## config.mk

```make
export PLATFORM = sky130hd
export DESIGN_NAME = cla_nl_combine_flat
export DESIGN_NICKNAME = d
export VERILOG_FILES = /design/src/rtl/cla_nl_combine_if.sv /design/src/rtl/cla_nl_combine.sv /design/src/flat_wrapper.sv
export SDC_FILE = /design/constraint.sdc
export NUM_CORES = 1
export LEC_CHECK = 0
export ABC_CLOCK_PERIOD_IN_PS = 3500
export CORE_UTILIZATION = 54
export CTS_CLUSTER_SIZE = 12
export DETAILED_ROUTE_END_ITERATION = 10
export GPL_ROUTABILITY_DRIVEN = 0
export PLACE_DENSITY_LB_ADDON = 0.3
export SYNTH_ARGS = -nofsm -noshare
export SYNTH_HDL_FRONTEND = slang
export SYNTH_SLANG_ARGS = --single-unit
```

## constraint.sdc

```tcl
create_clock -name clk -period 3.5 [get_ports clk]
set_input_delay 0.7 -clock clk [delete_from_list [all_inputs] [get_ports clk]]
set_output_delay 0.7 -clock clk [all_outputs]
set_load 0.01 [all_outputs]
```

## src/rtl/cla_nl_combine_if.sv

```systemverilog
// Handshake bundle between the CLA term generator, the combine stage and its consumer.
// The master side drives operands, terms, out_ready and clr; the slave side is the combine stage.
interface cla_nl_combine_if #(
  parameter int NBIT  = 4,
  parameter int NNL   = 56,
  parameter int CNT_W = 8
);
  logic             in_valid;
  logic             in_ready;
  logic [NBIT-1:0]  a;
  logic [NBIT-1:0]  b;
  logic             c;
  logic [NNL-1:0]   n;
  logic             out_valid;
  logic             out_ready;
  logic [NBIT-1:0]  sum;
  logic             cout;
  logic             mismatch;
  logic             err_sticky;
  logic [CNT_W-1:0] err_cnt;
  logic             clr;

  modport master (
    output in_valid, a, b, c, n, out_ready, clr,
    input  in_ready, out_valid, sum, cout, mismatch, err_sticky, err_cnt
  );

  modport slave (
    input  in_valid, a, b, c, n, out_ready, clr,
    output in_ready, out_valid, sum, cout, mismatch, err_sticky, err_cnt
  );
endinterface

```

## src/rtl/cla_nl_combine.sv

```systemverilog
// Two-stage combine: XOR-reduces the generator's non-linear terms into carries, forms sum/cout,
// and checks each result against a+b+c, keeping a sticky flag and a saturating mismatch count.
module cla_nl_combine #(
  parameter int NBIT  = 4,
  parameter int NNL   = 56,
  parameter int CNT_W = 8
) (
  input logic              clk,
  input logic              rst_n,
  cla_nl_combine_if.slave  bus
);
  logic            s1_v;
  logic [NBIT-1:0] s1_a;
  logic [NBIT-1:0] s1_b;
  logic            s1_c;
  logic [NNL-1:0]  s1_n;

  logic            adv1;
  logic            adv2;
  logic            deliver;
  logic [NBIT:0]   carry;
  logic [NBIT-1:0] sum_c;
  logic [NBIT:0]   ref_v;
  logic            mm_c;

  assign adv2        = !bus.out_valid || bus.out_ready;
  assign adv1        = !s1_v || adv2;
  assign bus.in_ready = adv1;
  assign deliver     = bus.out_valid && bus.out_ready && bus.mismatch;

  // Block j holds the GF(2) terms of carry j+1; their parity is the carry itself.
  assign carry[0] = s1_c;
  for (genvar j = 0; j < NBIT; j++) begin : g_blk
    localparam int OFF = 2**(j+2) - 4 - j;
    localparam int SZ  = 2**(j+2) - 1;
    assign carry[j+1] = ^s1_n[OFF +: SZ];
  end

  assign sum_c = s1_a ^ s1_b ^ carry[NBIT-1:0];
  assign ref_v = {1'b0, s1_a} + {1'b0, s1_b} + {{NBIT{1'b0}}, s1_c};
  assign mm_c  = ({carry[NBIT], sum_c} != ref_v);

  always_ff @(posedge clk or negedge rst_n) begin
    if (!rst_n) begin
      s1_v <= 1'b0;
      s1_a <= '0;
      s1_b <= '0;
      s1_c <= 1'b0;
      s1_n <= '0;
    end else if (adv1) begin
      s1_v <= bus.in_valid;
      if (bus.in_valid) begin
        s1_a <= bus.a;
        s1_b <= bus.b;
        s1_c <= bus.c;
        s1_n <= bus.n;
      end
    end
  end

  always_ff @(posedge clk or negedge rst_n) begin
    if (!rst_n) begin
      bus.out_valid <= 1'b0;
      bus.sum       <= '0;
      bus.cout      <= 1'b0;
      bus.mismatch  <= 1'b0;
    end else if (adv2) begin
      bus.out_valid <= s1_v;
      if (s1_v) begin
        bus.sum      <= sum_c;
        bus.cout     <= carry[NBIT];
        bus.mismatch <= mm_c;
      end
    end
  end

  // clr wins over a same-cycle delivery, so that mismatch is dropped from the count.
  always_ff @(posedge clk or negedge rst_n) begin
    if (!rst_n) begin
      bus.err_sticky <= 1'b0;
      bus.err_cnt    <= '0;
    end else if (bus.clr) begin
      bus.err_sticky <= 1'b0;
      bus.err_cnt    <= '0;
    end else if (deliver) begin
      bus.err_sticky <= 1'b1;
      if (bus.err_cnt != {CNT_W{1'b1}})
        bus.err_cnt <= bus.err_cnt + CNT_W'(1);
    end
  end
endmodule

```

## src/flat_wrapper.sv

```systemverilog
// flat-port wrapper written by rule: the top's interface ports become plain ports
module cla_nl_combine_flat 
#(
  parameter int NBIT  = 4,
  parameter int NNL   = 56,
  parameter int CNT_W = 8
)
  (clk, rst_n, bus_in_valid, bus_a, bus_b, bus_c, bus_n, bus_out_ready, bus_clr, bus_in_ready, bus_out_valid, bus_sum, bus_cout, bus_mismatch, bus_err_sticky, bus_err_cnt);
  cla_nl_combine_if #(.NBIT(NBIT), .NNL(NNL), .CNT_W(CNT_W)) bus_i ();
  input logic clk;
  input logic rst_n;
  input wire logic [$bits(bus_i.in_valid)-1:0] bus_in_valid;
  input wire logic [$bits(bus_i.a)-1:0] bus_a;
  input wire logic [$bits(bus_i.b)-1:0] bus_b;
  input wire logic [$bits(bus_i.c)-1:0] bus_c;
  input wire logic [$bits(bus_i.n)-1:0] bus_n;
  input wire logic [$bits(bus_i.out_ready)-1:0] bus_out_ready;
  input wire logic [$bits(bus_i.clr)-1:0] bus_clr;
  output wire logic [$bits(bus_i.in_ready)-1:0] bus_in_ready;
  output wire logic [$bits(bus_i.out_valid)-1:0] bus_out_valid;
  output wire logic [$bits(bus_i.sum)-1:0] bus_sum;
  output wire logic [$bits(bus_i.cout)-1:0] bus_cout;
  output wire logic [$bits(bus_i.mismatch)-1:0] bus_mismatch;
  output wire logic [$bits(bus_i.err_sticky)-1:0] bus_err_sticky;
  output wire logic [$bits(bus_i.err_cnt)-1:0] bus_err_cnt;
  assign bus_i.in_valid = bus_in_valid;
  assign bus_i.a = bus_a;
  assign bus_i.b = bus_b;
  assign bus_i.c = bus_c;
  assign bus_i.n = bus_n;
  assign bus_i.out_ready = bus_out_ready;
  assign bus_i.clr = bus_clr;
  assign bus_in_ready = bus_i.in_ready;
  assign bus_out_valid = bus_i.out_valid;
  assign bus_sum = bus_i.sum;
  assign bus_cout = bus_i.cout;
  assign bus_mismatch = bus_i.mismatch;
  assign bus_err_sticky = bus_i.err_sticky;
  assign bus_err_cnt = bus_i.err_cnt;
  cla_nl_combine #(.NBIT(NBIT), .NNL(NNL), .CNT_W(CNT_W)) u_core (.clk(clk), .rst_n(rst_n), .bus(bus_i));
endmodule
```

==> results_dict.tcl <==
set metrics [dict create \
    layout-drive-gt1-share_pct 24.1 \
    vias 2297 \
    ys_ff_latch 82 \
    ant_nets 0 \
    overflow 0 \
    hold_slack_ns 0.486 \
    root_buffer "clkbuf_8" \
    syn_inst 270 \
    synth_fa_ha_area_share_pct 2.38 \
    rows 30 \
    end_kind "primary output" \
    crit_path_max_fanout 4 \
    fin_area_mm2 0.00495 \
    vias_per_cell 4.98 \
    hold_violations 0 \
    run_status "finished clean" \
    start_kind "input pin" \
    areaGrowthSynthToFinish_pct 30.6 \
    grt_pass1_vias 2407 \
    peakVddDrop_mv 0.336 \
    nets 436 \
    ys_top_cells_by_area "dfrtp_1, mux2_2, xnor2_1" \
    final-seq-area_mm2 0.00205 \
    cts_resized 0 \
    rsz0062_at_grt "no" \
    worstRegToRegCells 6 \
    worst_slack_ns 0.834 \
    drt_iter0_markers 46 \
    r2r-start "u_core.bus.err_cnt[0]" \
    drc 0 \
    synth_warnings 0 \
    place_inst 445 \
    cts_sinks 82 \
    skew_ns 0.00671 \
    fill_cells 477 \
    grt_max_degree 83 \
    post-route-util_pct 72.9 \
    synth_area_mm2 0.00379 \
    reg2reg_to "u_core.bus.err_cnt[7]" \
    p_per_area_mw_per_mm2 601 \
    synth.distinct_cells 26 \
    crit_required_ns 2.80 \
    antennaDiodeCount 0 \
    whs_path_depth 2 \
    fin_tns_setup_ns 0 \
    multi_input_area_mm2 0.00169 \
    ys_async_sr_fraction_pct 100 \
    period_share_pct 76.2 \
    total_power_mw 2.98 \
    tritoncts "done" \
    yosysSeqAreaShare_pct 54.1 \
    synth_top_family_by_area "multiplexers" \
    die_x_um 85.8 \
    synth_fp_nets 346 \
    yosysMostFrequentCell "dfrtp_1" \
    worstSetupPathType "in -> out" \
    start_util_pct 55.8 \
    synth_xor_area_share_pct 16.1 \
    clock_latency_ns 0.34 \
    synth_mux_area_share_pct 20.5 \
    synth_top_area_cell "dfrtp_1" \
    die_area_mm2 0.00736 \
    p_leak_nw 2.06 \
    setup_viol 0 \
    post_cts_buffers 0 \
    cts_buffer_depth 2 \
    synth_top_area_share_pct 54.1 \
    antenna_found_initial 0 \
    io_buffers 86 \
    synthFlopType "dfrtp_1" \
    relSlewSlack_pct 32.2 \
    yosys-top-cells-count "dfrtp_1, mux2_2, xnor2_1" \
    synth_edf_count 0 \
    core_mm2 0.00679 \
    final_max_slew_viol_count 0 \
    ios 87 \
    clk_pin_slew_ns 0.07 \
    grt_pass1_wl_mm 10.8 \
    fin_crit_ns 2.67 \
    r2r_slack_ns 1.57 \
    min-delay-start "u_core.bus.sum[3]" \
    worstHoldEndpoint "u_core.bus.sum[3]" \
    synth.avg_cell_area_um2 14.0 \
    final_cells 461 \
    cts_buffers 9 \
    worstHoldPathType "reg -> reg" \
    worst_pin_slew_ns 1.02 \
    dr.pass1.iters 4 \
    hpwl_mm 4.63 \
    synth-simple-area-share_pct 3.33 \
    synth_compound_area_share_pct 2.24 \
    grt_usage_pct 19.4 \
    arrival_ns 1.97 \
    routed_wirelength_mm 6.42 \
    die_h_um 85.8 \
    place_area_mm2 0.00476 \
    drv_cap 0 \
    wire_per_inst_um 13.9 \
    cts_hold_buf 0 \
    fmax_mhz 375 \
    h-tree-depth 3 \
    place_ws_ns 0.844 \
]
[registers in the layout (all words and copies together) (netlist names)]
name,flops
u_core.s1_n,56
u_core.bus.err_cnt,8
u_core.bus.sum,4
u_core.s1_a,4
u_core.s1_b,4
u_core.bus.cout,1
u_core.bus.err_sticky,1
u_core.bus.mismatch,1
u_core.bus.out_valid,1
u_core.s1_c,1
u_core.s1_v,1
[worst max-delay path: stages]
cell	delay, ns
clkdlybuf4s50_1	0.52
nand3b_1	0.19
clkdlybuf4s50_1	0.56
[layer usage]
layer,vias to the layer above,routed length (um),GRT usage (%)
met1,1116,2710,23.3
met4,0,123,9.09
met5,-,0,0
met2,72,3190,32.5
met3,10,390,5.39
li1,1099,-,-
[cell type report]
| class | instances | area share (%) |
|---|---|---|
| flip-flops and latches | 82 | 41.4 |
| multi-input cells | 176 | 34.1 |
| repair buffers | 87 | 17.7 |
| clock buffers | 14 | 3.28 |
| well taps | 96 | 2.42 |
| clock inverters | 2 | 0.707 |
| inverters | 4 | 0.303 |
[power breakdown]
group          internal [mW]  switching (mW)
Sequential              1.10          0.0983
Clock                  0.369           0.312
Combinational          0.675           0.428
[layout by cell type (no fill, tap or decap), types with 2 or more instances in the layout]
cell              n
nand2b_1          3
or3_1             2
xnor2_1          40
a31oi_1           2
mux2_2           68
xnor2_2           3
nand2_1           6
a21oi_1           5
clkbuf_1          3
xor2_1           14
fa_1              2
clkbuf_8         11
inv_1             4
clkdlybuf4s50_1  85
o21ai_0           4
nor2_1            7
xnor3_1           4
a21o_1            2
nand4_1           3
dfrtp_1          82
ha_1              4
[how the worst max path moves through the flow]
| stage | start | end |
|---|---|---|
| 4_1_cts | bus_out_ready | bus_in_ready |
| 6_report | bus_out_ready | bus_in_ready |
| 5_1_grt | bus_out_ready | bus_in_ready |
| 3_3_place_gp | bus_out_ready | bus_in_ready |
| 3_5_place_dp | bus_out_ready | bus_in_ready |
| 2_1_floorplan | bus_out_ready | u_core.s1_a[0] |
[cell families (layout without fill, tap and decap cells)]
group                    after synthesis  after routing
multiplexers                          69             69
buffers and inverters                 12            107
AND/OR/NAND/NOR                       26             26
XOR/XNOR                              61             61
AO/OA/AOI/OAI                         14             14
flip-flops                            82             82
adder cells (fa/ha/maj)                6              6
Power figures use the tool's default switching activity.
